$ cat src/rtl/ifetch_if.sv
// Memory read bus and instruction delivery bus of the fetch unit.
interface ifetch_if;
    logic        mem_req_o;
    logic [31:0] mem_addr_o;
    logic        mem_gnt_i;
    logic        mem_rvalid_i;
    logic [31:0] mem_rdata_i;
    logic        inst_valid_o;
    logic [31:0] inst_o;
    logic [31:0] inst_pc_o;
    logic        inst_ack_i;

    modport master (
        output mem_req_o, mem_addr_o, inst_valid_o, inst_o, inst_pc_o,
        input  mem_gnt_i, mem_rvalid_i, mem_rdata_i, inst_ack_i
    );
    modport slave (
        input  mem_req_o, mem_addr_o, inst_valid_o, inst_o, inst_pc_o,
        output mem_gnt_i, mem_rvalid_i, mem_rdata_i, inst_ack_i
    );
endinterface

$ cat src/rtl/ifetch.sv
// Instruction fetch: credit-limited sequential prefetch into a FWFT buffer,
// with flush redirect that silently drains stale in-flight responses.
module ifetch #(
    parameter logic [31:0] RESET_PC = 32'h0000_0000,
    parameter int          DEPTH    = 4
) (
    input  logic        clk_i,
    input  logic        reset_ni,
    input  logic        halt_i,
    input  logic        flush_i,
    input  logic [31:0] flush_pc_i,
    ifetch_if.master    bus
);
    localparam int          PW    = $clog2(DEPTH);
    localparam int          CW    = PW + 1;
    localparam logic [CW:0] CAP   = (CW+1)'(DEPTH);
    localparam logic [31:0] RST_A = {RESET_PC[31:2], 2'b00};

    typedef struct packed {
        logic [31:0] pc;
        logic [31:0] word;
    } ibuf_ent_t;

    ibuf_ent_t [DEPTH-1:0] ibuf_q;
    ibuf_ent_t             head;
    logic [PW-1:0]         rd_ptr_q, wr_ptr_q;
    logic [CW-1:0]         count_q, outst_q, discard_q, outst_d;
    logic [31:0]           fetch_pc_q, resp_pc_q, flush_a;
    logic [CW:0]           inflight;
    logic                  gnt_fire, rsp_fire, rsp_drop, push, pop;

    // Buffered plus in-flight words never exceed DEPTH, so a push always has room.
    assign inflight      = {1'b0, count_q} + {1'b0, outst_q};
    assign bus.mem_req_o = reset_ni && !halt_i && !flush_i && (inflight < CAP);
    assign bus.mem_addr_o = fetch_pc_q;

    assign gnt_fire = bus.mem_req_o && bus.mem_gnt_i;
    assign rsp_fire = bus.mem_rvalid_i && (outst_q != '0);
    assign rsp_drop = rsp_fire && (discard_q != '0);
    assign push     = rsp_fire && !rsp_drop && !flush_i;
    assign pop      = (count_q != '0) && bus.inst_ack_i && !flush_i;
    assign outst_d  = outst_q + CW'(gnt_fire) - CW'(rsp_fire);
    assign flush_a  = {flush_pc_i[31:2], 2'b00};

    always_ff @(posedge clk_i) begin
        if (!reset_ni) begin
            fetch_pc_q <= RST_A;
            resp_pc_q  <= RST_A;
            count_q    <= '0;
            outst_q    <= '0;
            discard_q  <= '0;
            rd_ptr_q   <= '0;
            wr_ptr_q   <= '0;
        end else begin
            outst_q <= outst_d;
            if (flush_i) begin
                // Everything still in flight after this cycle's retire is stale.
                fetch_pc_q <= flush_a;
                resp_pc_q  <= flush_a;
                count_q    <= '0;
                rd_ptr_q   <= '0;
                wr_ptr_q   <= '0;
                discard_q  <= outst_d;
            end else begin
                if (gnt_fire) fetch_pc_q <= fetch_pc_q + 32'd4;
                if (rsp_drop) discard_q  <= discard_q - CW'(1);
                if (push) begin
                    resp_pc_q <= resp_pc_q + 32'd4;
                    wr_ptr_q  <= wr_ptr_q + PW'(1);
                end
                if (pop) rd_ptr_q <= rd_ptr_q + PW'(1);
                count_q <= count_q + CW'(push) - CW'(pop);
            end
        end
    end

    always_ff @(posedge clk_i) begin
        if (push) ibuf_q[wr_ptr_q] <= '{pc: resp_pc_q, word: bus.mem_rdata_i};
    end

    assign head             = ibuf_q[rd_ptr_q];
    assign bus.inst_valid_o = (count_q != '0);
    assign bus.inst_o       = bus.inst_valid_o ? head.word : 32'h0;
    assign bus.inst_pc_o    = bus.inst_valid_o ? head.pc   : 32'h0;
endmodule

$ cat src/flat_wrapper.sv
// flat-port wrapper written by rule: the top's interface ports become plain ports
module ifetch_flat 
#(
    parameter logic [31:0] RESET_PC = 32'h0000_0000,
    parameter int          DEPTH    = 4
)
  (clk_i, reset_ni, halt_i, flush_i, flush_pc_i, bus_mem_req_o, bus_mem_addr_o, bus_inst_valid_o, bus_inst_o, bus_inst_pc_o, bus_mem_gnt_i, bus_mem_rvalid_i, bus_mem_rdata_i, bus_inst_ack_i);
  ifetch_if bus_i ();
  input  logic clk_i;
  input  logic reset_ni;
  input  logic halt_i;
  input  logic flush_i;
  input  logic [31:0] flush_pc_i;
  output wire logic [$bits(bus_i.mem_req_o)-1:0] bus_mem_req_o;
  output wire logic [$bits(bus_i.mem_addr_o)-1:0] bus_mem_addr_o;
  output wire logic [$bits(bus_i.inst_valid_o)-1:0] bus_inst_valid_o;
  output wire logic [$bits(bus_i.inst_o)-1:0] bus_inst_o;
  output wire logic [$bits(bus_i.inst_pc_o)-1:0] bus_inst_pc_o;
  input wire logic [$bits(bus_i.mem_gnt_i)-1:0] bus_mem_gnt_i;
  input wire logic [$bits(bus_i.mem_rvalid_i)-1:0] bus_mem_rvalid_i;
  input wire logic [$bits(bus_i.mem_rdata_i)-1:0] bus_mem_rdata_i;
  input wire logic [$bits(bus_i.inst_ack_i)-1:0] bus_inst_ack_i;
  assign bus_mem_req_o = bus_i.mem_req_o;
  assign bus_mem_addr_o = bus_i.mem_addr_o;
  assign bus_inst_valid_o = bus_i.inst_valid_o;
  assign bus_inst_o = bus_i.inst_o;
  assign bus_inst_pc_o = bus_i.inst_pc_o;
  assign bus_i.mem_gnt_i = bus_mem_gnt_i;
  assign bus_i.mem_rvalid_i = bus_mem_rvalid_i;
  assign bus_i.mem_rdata_i = bus_mem_rdata_i;
  assign bus_i.inst_ack_i = bus_inst_ack_i;
  ifetch #(.RESET_PC(RESET_PC), .DEPTH(DEPTH)) u_core (.clk_i(clk_i), .reset_ni(reset_ni), .halt_i(halt_i), .flush_i(flush_i), .flush_pc_i(flush_pc_i), .bus(bus_i));
endmodule
$ cat config.mk
export PLATFORM = sky130hd
export DESIGN_NAME = ifetch_flat
export DESIGN_NICKNAME = d
export VERILOG_FILES = /design/src/rtl/ifetch_if.sv /design/src/rtl/ifetch.sv /design/src/flat_wrapper.sv
export SDC_FILE = /design/constraint.sdc
export NUM_CORES = 1
export LEC_CHECK = 0
export CORE_MARGIN = 2
export CORE_UTILIZATION = 51
export CTS_CLUSTER_SIZE = 40
export DETAILED_ROUTE_END_ITERATION = 10
export PLACE_DENSITY = 0.86
export SLEW_MARGIN = 15
export SYNTH_ARGS = -nofsm -noshare
export SYNTH_HDL_FRONTEND = slang
export SYNTH_SLANG_ARGS = --single-unit
$ cat constraint.sdc
create_clock -name clk_i -period 10.2 [get_ports clk_i]
set_input_delay 2.55 -clock clk_i [delete_from_list [all_inputs] [get_ports clk_i]]
set_output_delay 2.55 -clock clk_i [all_outputs]
set_load 0.005 [all_outputs]
==> results of run 1 <==
-- worst min path at each step --
stage	slack, ns	endpoint	cells past startpoint	from
after global placement	0.50	u_core.wr_ptr_q[1]	2	u_core.wr_ptr_q[1]
after floorplan	0.46	u_core.ibuf_q[126]	0	u_core.resp_pc_q[30]
after CTS	0.54	u_core.ibuf_q[62]	0	u_core.resp_pc_q[30]
after detailed placement	0.53	u_core.wr_ptr_q[1]	2	u_core.wr_ptr_q[1]
final	0.54	u_core.ibuf_q[191]	0	u_core.resp_pc_q[31]
after global routing	0.56	u_core.ibuf_q[191]	0	u_core.resp_pc_q[31]
-- report_power, final --
part / internal [mW] / total [mW] / switching, mW
Clock: 0.646 / 1.10 / 0.456
Combinational: 0.153 / 0.297 / 0.144
Sequential: 1.48 / 1.52 / 0.0474
Total: 2.28 / 2.92 / 0.648
-- layout make-up --
type                            instances  area [sq um]
Fill cell                            1877          9610
Sequential cell                       321          8910
Multi-Input combinational cell        501          4200
Timing Repair Buffer                  173          1700
Clock buffer                           48           891
Tap cell                              335           419
Clock inverter                          8          88.8
Inverter                               22          82.6
-- kinds of logic after synthesis --
kind of cell | count (synthesis) | share of synthesized area
xor+xnor | 45 | 0.0295
fa+ha+maj | 16 | 0.0161
buf+inv | 66 | 0.0218
mux | 63 | 0.105
flops | 321 | 0.666
other cells | 1 | 0.000280
simple gates | 260 | 0.112
compound gates | 113 | 0.0495
-- routing by layer --
metal | wire length (um) | share of wire
met1 | 12700 | 0.44
met2 | 13400 | 0.47
met3 | 2080 | 0.073
met4 | 371 | 0.013
met5 | 0 | 0
-- worst reg2reg max path, delay by kind of cell (launching register included) --
family / cells / cell delay [ns]
adders and majority gates: 1 / 0.16
buffers and inverters: 2 / 0.65
DFF: 1 / 0.32
and+or+nand+nor: 3 / 1.58
-- registers in the layout, summed over array words and instances (netlist names) --
register,count
u_core.ibuf_q,248
u_core.resp_pc_q,30
u_core.count_q,3
u_core.outst_q,3
u_core.bus.mem_addr_o,30
u_core.rd_ptr_q,2
u_core.discard_q,3
u_core.wr_ptr_q,2
-- synthesized netlist by cell type, types with 2 or more instances --
library cell and count:
a211oi_1 2, a21o_1 2, a21oi_1 41, a22o_1 3
a31oi_1 11, and2_1 9, and3_1 9, and4_1 9
and4_2 2, buf_2 8, buf_4 5, clkbuf_1 28
dfxtp_1 73, edfxtp_1 248, fa_1 2, ha_1 14
inv_1 21, mux4_2 62, nand2_1 44, nand3_1 32
nand4_1 20, nor2_1 21, nor2b_1 64, nor3_1 14
nor3_2 2, nor3b_1 3, nor4_1 12, o211a_1 3
o211ai_1 5, o21ai_0 37, o311ai_0 2, or2_2 2
or3_1 6, xnor2_1 23, xor2_1 22
-- per-stage QoR --
step,setup slack (ns),util,hold WS [ns],power [mW]
finish,2.68,0.629,0.539,2.92
detailed placement,2.71,0.591,0.531,1.85
global placement,2.69,0.591,0.502,1.83
global route,2.56,0.629,0.558,3.02
floorplan,4.48,-,0.460,1.71
CTS,2.71,0.629,0.539,2.94
==> out/qor.yml, run 1 <==
run_status:
  status: "completed"
die:
  io_pins: 169
  num_rows: 59
  die_h_um: 166
  dieArea_sq_mm: 0.0275
  die_x_um: 166
  core_area_sq_mm: 0.0259
  start_util: 0.516
timing:
  finalCriticalPeriod_ns: 7.52
  skew_ns: 0.0120
  slew_headroom: 0.304
  finalCritPeriodShare: 0.737
  rsz0062_at_grt: "false"
  worstMarginPinSlew_ns: 1.04
  setup_viol: 0
  finalHoldViolations: 0
  timing.fmax_mhz: 133
  drv_slew: 0
  tns_ns: 0
detailed_routing:
  drc_errors: 0
  ant_nets: 0
  num_vias: 8173
  wl_per_cell_um: 20.3
  wirelength_mm: 28.5
  dr.pass1.iters: 5
  drt-initial-drc-count: 783
  vias_per_cell: 5.80
synth:
  yosysUniqueCellTypes: 59
  yosysWarnings: 0
  syn_area_sq_mm: 0.0134
  synth_area_leaders: "edfxtp_1, dfxtp_1, mux4_2"
  synth_edf_count: 248
  synth_top_area_frac: 0.557
  yosysTopAreaCell: "edfxtp_1"
  async_flop_share: 0
  seq_area_frac_synth: 0.666
  synthesis.instances: 885
  synth_seq_cells: 321
  synth-main-ff-cell: "edfxtp_1"
  syn_area_per_cell_sq_um: 15.1
cts:
  path_clk_slew_ns: 0.06
  clock_sinks: 321
  cts_tree: "yes"
  cts_resized: 0
  hold_buffers: 0
  cts_buffers: 31
  htreeDepth: 1
  clk_path_buf_depth: 3
  post_cts_buffers: 0
  cts_root_buf: "clkbuf_16"
  clkLatencyLatePin_ns: 0.55
place:
  place.port_buffers: 162
  placed_area_sq_mm: 0.0153
  gp_congestion: 0.860
  hpwl_mm: 17.9
  dp_cells: 1352
grt:
  top_usage_layer: "met2"
  grt_max_degree: 65
  gr-usage-met1: 0.300
  use_met2: 0.323
  overflow: 0
  grt.total_usage: 0.202
  first_global_vias: 8113
  grt_pass1_wl_mm: 44.7
  use_met3: 0.0303
  antenna_found_initial: 0
setup_path:
  r2r_cells: 6
  crit_start: "reset_ni"
  critPathMaxFanout: 33
  crit_path_start_kind: "input pin"
  timing.rr.end: "u_core.ibuf_q[70]"
  cp_top_family: "buffers and inverters"
  crit_buf_inv: 4
  crit_path_end_kind: "primary output"
  crit_path_top_delay_cell: "nor2_1"
  crit_required_ns: 7.65
  max_stage_delay_ns: 0.52
  endpoint: "bus_mem_req_o"
  crit_top_cell: "clkdlybuf4s50_1"
  r2r_setup_slack_ns: 7.12
  cp.depth: 6
  path_cells: "clkdlybuf4s50_1 -> buf_4 -> inv_1 -> nor2_1 -> and3_1 -> clkdlybuf4s50_1"
  r2r-start: "u_core.discard_q[0]"
  setup.worst_path.class: "in2out"
  crit_arrival_ns: 4.97
power_and_ir_drop:
  power_density_mw_per_mm2: 179
  vdd.ir_drop.worst_uv: 152
  leakage_nw: 5.21
layout:
  instances_no_fill: 1408
  syn2layout_area_growth_pct: 21.8
  final_cell_mix: "edfxtp_1, clkdlybuf4s50_1, dfxtp_1"
  drive_gt1_frac: 0.128
  n_antenna_cell: 0
  final_area_sq_mm: 0.0163
  fin_nets: 1137
  final_common_cell: "edfxtp_1"
flow_run:
  max_cap_violations: 0
worst_hold_path:
  hp-class: "reg2reg"
No activity file was read; power rests on OpenSTA's default activity.
==> inputs of run 2 (changes only) <==
Clock period 10.2 ns to 7.7 ns, I/O delays scaled along.
==> out/qor.yml, run 2 (synthesis gave the netlist of run 1 again) <==
run_status:
  status: "completed"
setup_path:
  crit_arrival_ns: 4.35
  r2r_cells: 6
  crit_required_ns: 5.78
  crit_path_start_kind: "input pin"
  critPathMaxFanout: 33
  crit_path_end_kind: "primary output"
  setup.worst_path.class: "in2out"
  path_cells: "clkdlybuf4s50_1 -> buf_4 -> inv_1 -> nor2_1 -> and3_1 -> clkdlybuf4s50_1"
  crit_top_cell: "clkdlybuf4s50_1"
  crit_path_top_delay_cell: "nor2_1"
  max_stage_delay_ns: 0.55
flow_run:
  max_cap_violations: 0
cts:
  hold_buffers: 0
  cts_buffers: 34
  clkLatencyLatePin_ns: 0.51
  cts_resized: 0
  clock_sinks: 321
  htreeDepth: 2
  cts_root_buf: "clkbuf_16"
  path_clk_slew_ns: 0.06
  cts_tree: "yes"
  clk_path_buf_depth: 3
  post_cts_buffers: 0
die:
  io_pins: 169
  start_util: 0.516
  dieArea_sq_mm: 0.0275
  core_area_sq_mm: 0.0259
  num_rows: 59
  die_x_um: 166
  die_h_um: 166
timing:
  timing.fmax_mhz: 159
  finalCritPeriodShare: 0.815
  rsz0062_at_grt: "false"
  finalCriticalPeriod_ns: 6.28
  tns_ns: 0
  setup_viol: 0
  slew_headroom: 0.244
  worstMarginPinSlew_ns: 1.13
  drv_slew: 0
  skew_ns: 0.0174
  layout_setup_ws_ns: 1.42
  fin_hold_ws_ns: 0.522
  finalHoldViolations: 0
place:
  hpwl_mm: 18.3
  gp_congestion: 0.889
  post-place-ws_ns: 1.44
  dp_cells: 1352
  place.port_buffers: 162
  placed_area_sq_mm: 0.0153
layout:
  n_antenna_cell: 0
  final_cell_mix: "edfxtp_1, clkdlybuf4s50_1, dfxtp_1"
  final_core_util: 0.634
  syn2layout_area_growth_pct: 22.7
  drive_gt1_frac: 0.131
  fin_nets: 1140
  largest_reg_flops: 248
  largest_register: "u_core.ibuf_q"
  instances_no_fill: 1412
  final_common_cell: "edfxtp_1"
  final_area_sq_mm: 0.0164
grt:
  grt_pass1_wl_mm: 45.4
  antenna_found_initial: 0
  overflow: 0
  grt.total_usage: 0.208
  first_global_vias: 8138
  grt_max_degree: 65
power_and_ir_drop:
  power_density_mw_per_mm2: 245
  vdd.ir_drop.worst_uv: 223
  power_mw: 4.02
  leakage_nw: 5.27
detailed_routing:
  dr.pass1.iters: 7
  ant_nets: 0
  drt-initial-drc-count: 744
  vias_per_cell: 5.77
  drc_errors: 0
  wl_per_cell_um: 20.2
  wirelength_mm: 28.5
  num_vias: 8151
worst_hold_path:
  min_path_cells: 0
  hp-class: "reg2reg"
==> run 2: final timing paths <==
check,start,to,slack [ns]
worst max-delay path,reset_ni,bus_mem_req_o,1.42
worst min-delay path,u_core.resp_pc_q[31],u_core.ibuf_q[191],0.52
worst max register to register,u_core.discard_q[0],u_core.ibuf_q[82],4.54
worst min register to register,u_core.resp_pc_q[31],u_core.ibuf_q[191],0.52
==> run 2: where the power goes <==
| group | internal [mW] | switching (mW) |
|---|---|---|
| Combinational | 0.202 | 0.191 |
| Sequential | 1.96 | 0.0626 |
| Clock | 0.972 | 0.632 |
==> run 2: routing by layer <==
metal  GRT usage  vias up  share of wire
li1            -     3736              -
met3      0.0355       40          0.075
met4      0.0560        0          0.020
met5           0        -              0
met1       0.298     3986           0.43
met2       0.336      389           0.47
==> run 2: layout make-up <==
type / count / area (sq um)
Inverter: 22 / 82.6
Sequential cell: 321 / 8910
Timing Repair Buffer: 173 / 1700
Multi-Input combinational cell: 501 / 4200
Clock inverter: 16 / 193
Fill cell: 1812 / 9490
Tap cell: 335 / 419
Clock buffer: 44 / 910
==> run 2: critical path: cells and delay by family <==
kind | cells | cell delay [ns]
simple gates | 2 | 0.82
buf+inv | 4 | 1.59
==> inputs of run 3 (changes only) <==
Settings changed: CORE_UTILIZATION 51 to 50, PLACE_DENSITY 0.86 to 0.88.
Clock period 7.7 ns to 5 ns, I/O delays scaled along.
==> out/qor.yml, run 3 (synthesis gave the netlist of run 1 again) <==
power_and_ir_drop:
  power_mw: 6.06
  clock_power_share: 0.385
  p_sw_mw: 1.34
  seqPwrFrac: 0.514
  power_density_mw_per_mm2: 368
  sw_frac_of_total: 0.221
  leakage_nw: 5.28
  combPwrFrac: 0.101
  vdd.ir_drop.worst_uv: 306
  p_int_mw: 4.72
layout:
  n_antenna_cell: 0
  final_area_sq_mm: 0.0165
  final_core_util: 0.630
  largest_register: "u_core.ibuf_q"
  syn2layout_area_growth_pct: 23.0
  instances_no_fill: 1416
  largest_reg_flops: 248
  final_common_cell: "edfxtp_1"
  drive_gt1_frac: 0.137
  fin_nets: 1144
  final_cell_mix: "edfxtp_1, clkdlybuf4s50_1, dfxtp_1"
cts:
  cts_root_buf: "clkbuf_16"
  cts_buffers: 31
  cts_tree: "yes"
  htreeDepth: 1
  cts_resized: 0
  post_cts_buffers: 0
  clk_path_buf_depth: 3
  clock_sinks: 321
  path_clk_slew_ns: 0.06
  clkLatencyLatePin_ns: 0.55
  hold_buffers: 0
setup_path:
  r2r_setup_slack_ns: 2.14
  crit_arrival_ns: 2.92
  crit_start: "halt_i"
  crit_required_ns: 3.75
  crit_path_end_kind: "primary output"
  critPathMaxFanout: 5
  r2r-start: "u_core.outst_q[2]"
  crit_path_start_kind: "input pin"
  setup.worst_path.class: "in2out"
timing:
  finalCritPeriodShare: 0.834
  drv_slew: 0
  fin_hold_ws_ns: 0.540
  tns_ns: 0
  finalCriticalPeriod_ns: 4.17
  slew_headroom: 0.351
  finalHoldViolations: 0
  skew_ns: 0.0150
  rsz0062_at_grt: "false"
  setup_viol: 0
  layout_setup_ws_ns: 0.830
  timing.fmax_mhz: 240
  worstMarginPinSlew_ns: 0.966
grt:
  overflow: 0
  first_global_vias: 8231
  grt_max_degree: 65
  grt.total_usage: 0.207
  grt_pass1_wl_mm: 45.6
  antenna_found_initial: 0
place:
  hpwl_mm: 18.6
  place.port_buffers: 162
  post-place-ws_ns: 0.870
  placed_area_sq_mm: 0.0154
  dp_cells: 1359
  gp_congestion: 0.885
detailed_routing:
  num_vias: 8274
  wirelength_mm: 29.1
  vias_per_cell: 5.84
  dr.pass1.iters: 5
  drt-initial-drc-count: 757
  drc_errors: 0
  wl_per_cell_um: 20.6
  ant_nets: 0
die:
  start_util: 0.512
  die_h_um: 168
  dieArea_sq_mm: 0.0281
  core_area_sq_mm: 0.0261
  num_rows: 59
  die_x_um: 168
  io_pins: 169
run_status:
  status: "completed"
worst_hold_path:
  hp-class: "reg2reg"
  hold_path_startpoint: "u_core.resp_pc_q[22]"
flow_run:
  max_cap_violations: 0
==> run 3: cell count changes in the layout (fill, tap and decap cells not counted), moves of 2 or more <==
cell / delta
buf_12: +4
clkbuf_1: -2
clkinvlp_2: +2
clkbuf_8: +3
buf_4: +3
clkbuf_16: -4
==> run 3: power by group through the flow <==
stage,clock network [mW],logic (mW),registers [mW]
floorplan,0,0.351,3.14
global placement,0,0.594,3.15
detailed placement,0,0.615,3.17
CTS,2.38,0.621,3.11
global route,2.48,0.674,3.13
finish,2.33,0.615,3.11
==> run 3: final cells by class <==
| class | instances | area (sq um) |
|---|---|---|
| clock inverters | 16 | 188 |
| flip-flops and latches | 321 | 8910 |
| multi-input cells | 501 | 4200 |
| well taps | 335 | 419 |
| inverters | 22 | 82.6 |
| clock buffers | 41 | 843 |
| fillers | 1890 | 9680 |
| repair buffers | 180 | 1810 |
==> run 3: layer usage <==
metal | wire length [um] | GRT usage | share of wire | up-vias
met1 | 12500 | 0.300 | 0.43 | 4135
met5 | 0 | 0 | 0 | -
met4 | 432 | 0.0465 | 0.015 | 0
met3 | 2240 | 0.0300 | 0.077 | 36
li1 | - | - | - | 3750
met2 | 13900 | 0.336 | 0.48 | 353
==> run 3: worst paths after layout <==
check                              to  cells past startpoint
hold reg to reg    u_core.ibuf_q[246]                      0
hold / removal     u_core.ibuf_q[246]                      0
setup / recovery        bus_mem_req_o                      4
setup reg to reg  u_core.discard_q[2]                     10
==> run 3: worst max-delay path: stages <==
cell and delay, ns:
clkdlybuf4s50_1 0.45, nor4_2 0.44, and3_1 0.25, clkdlybuf4s50_1 0.52
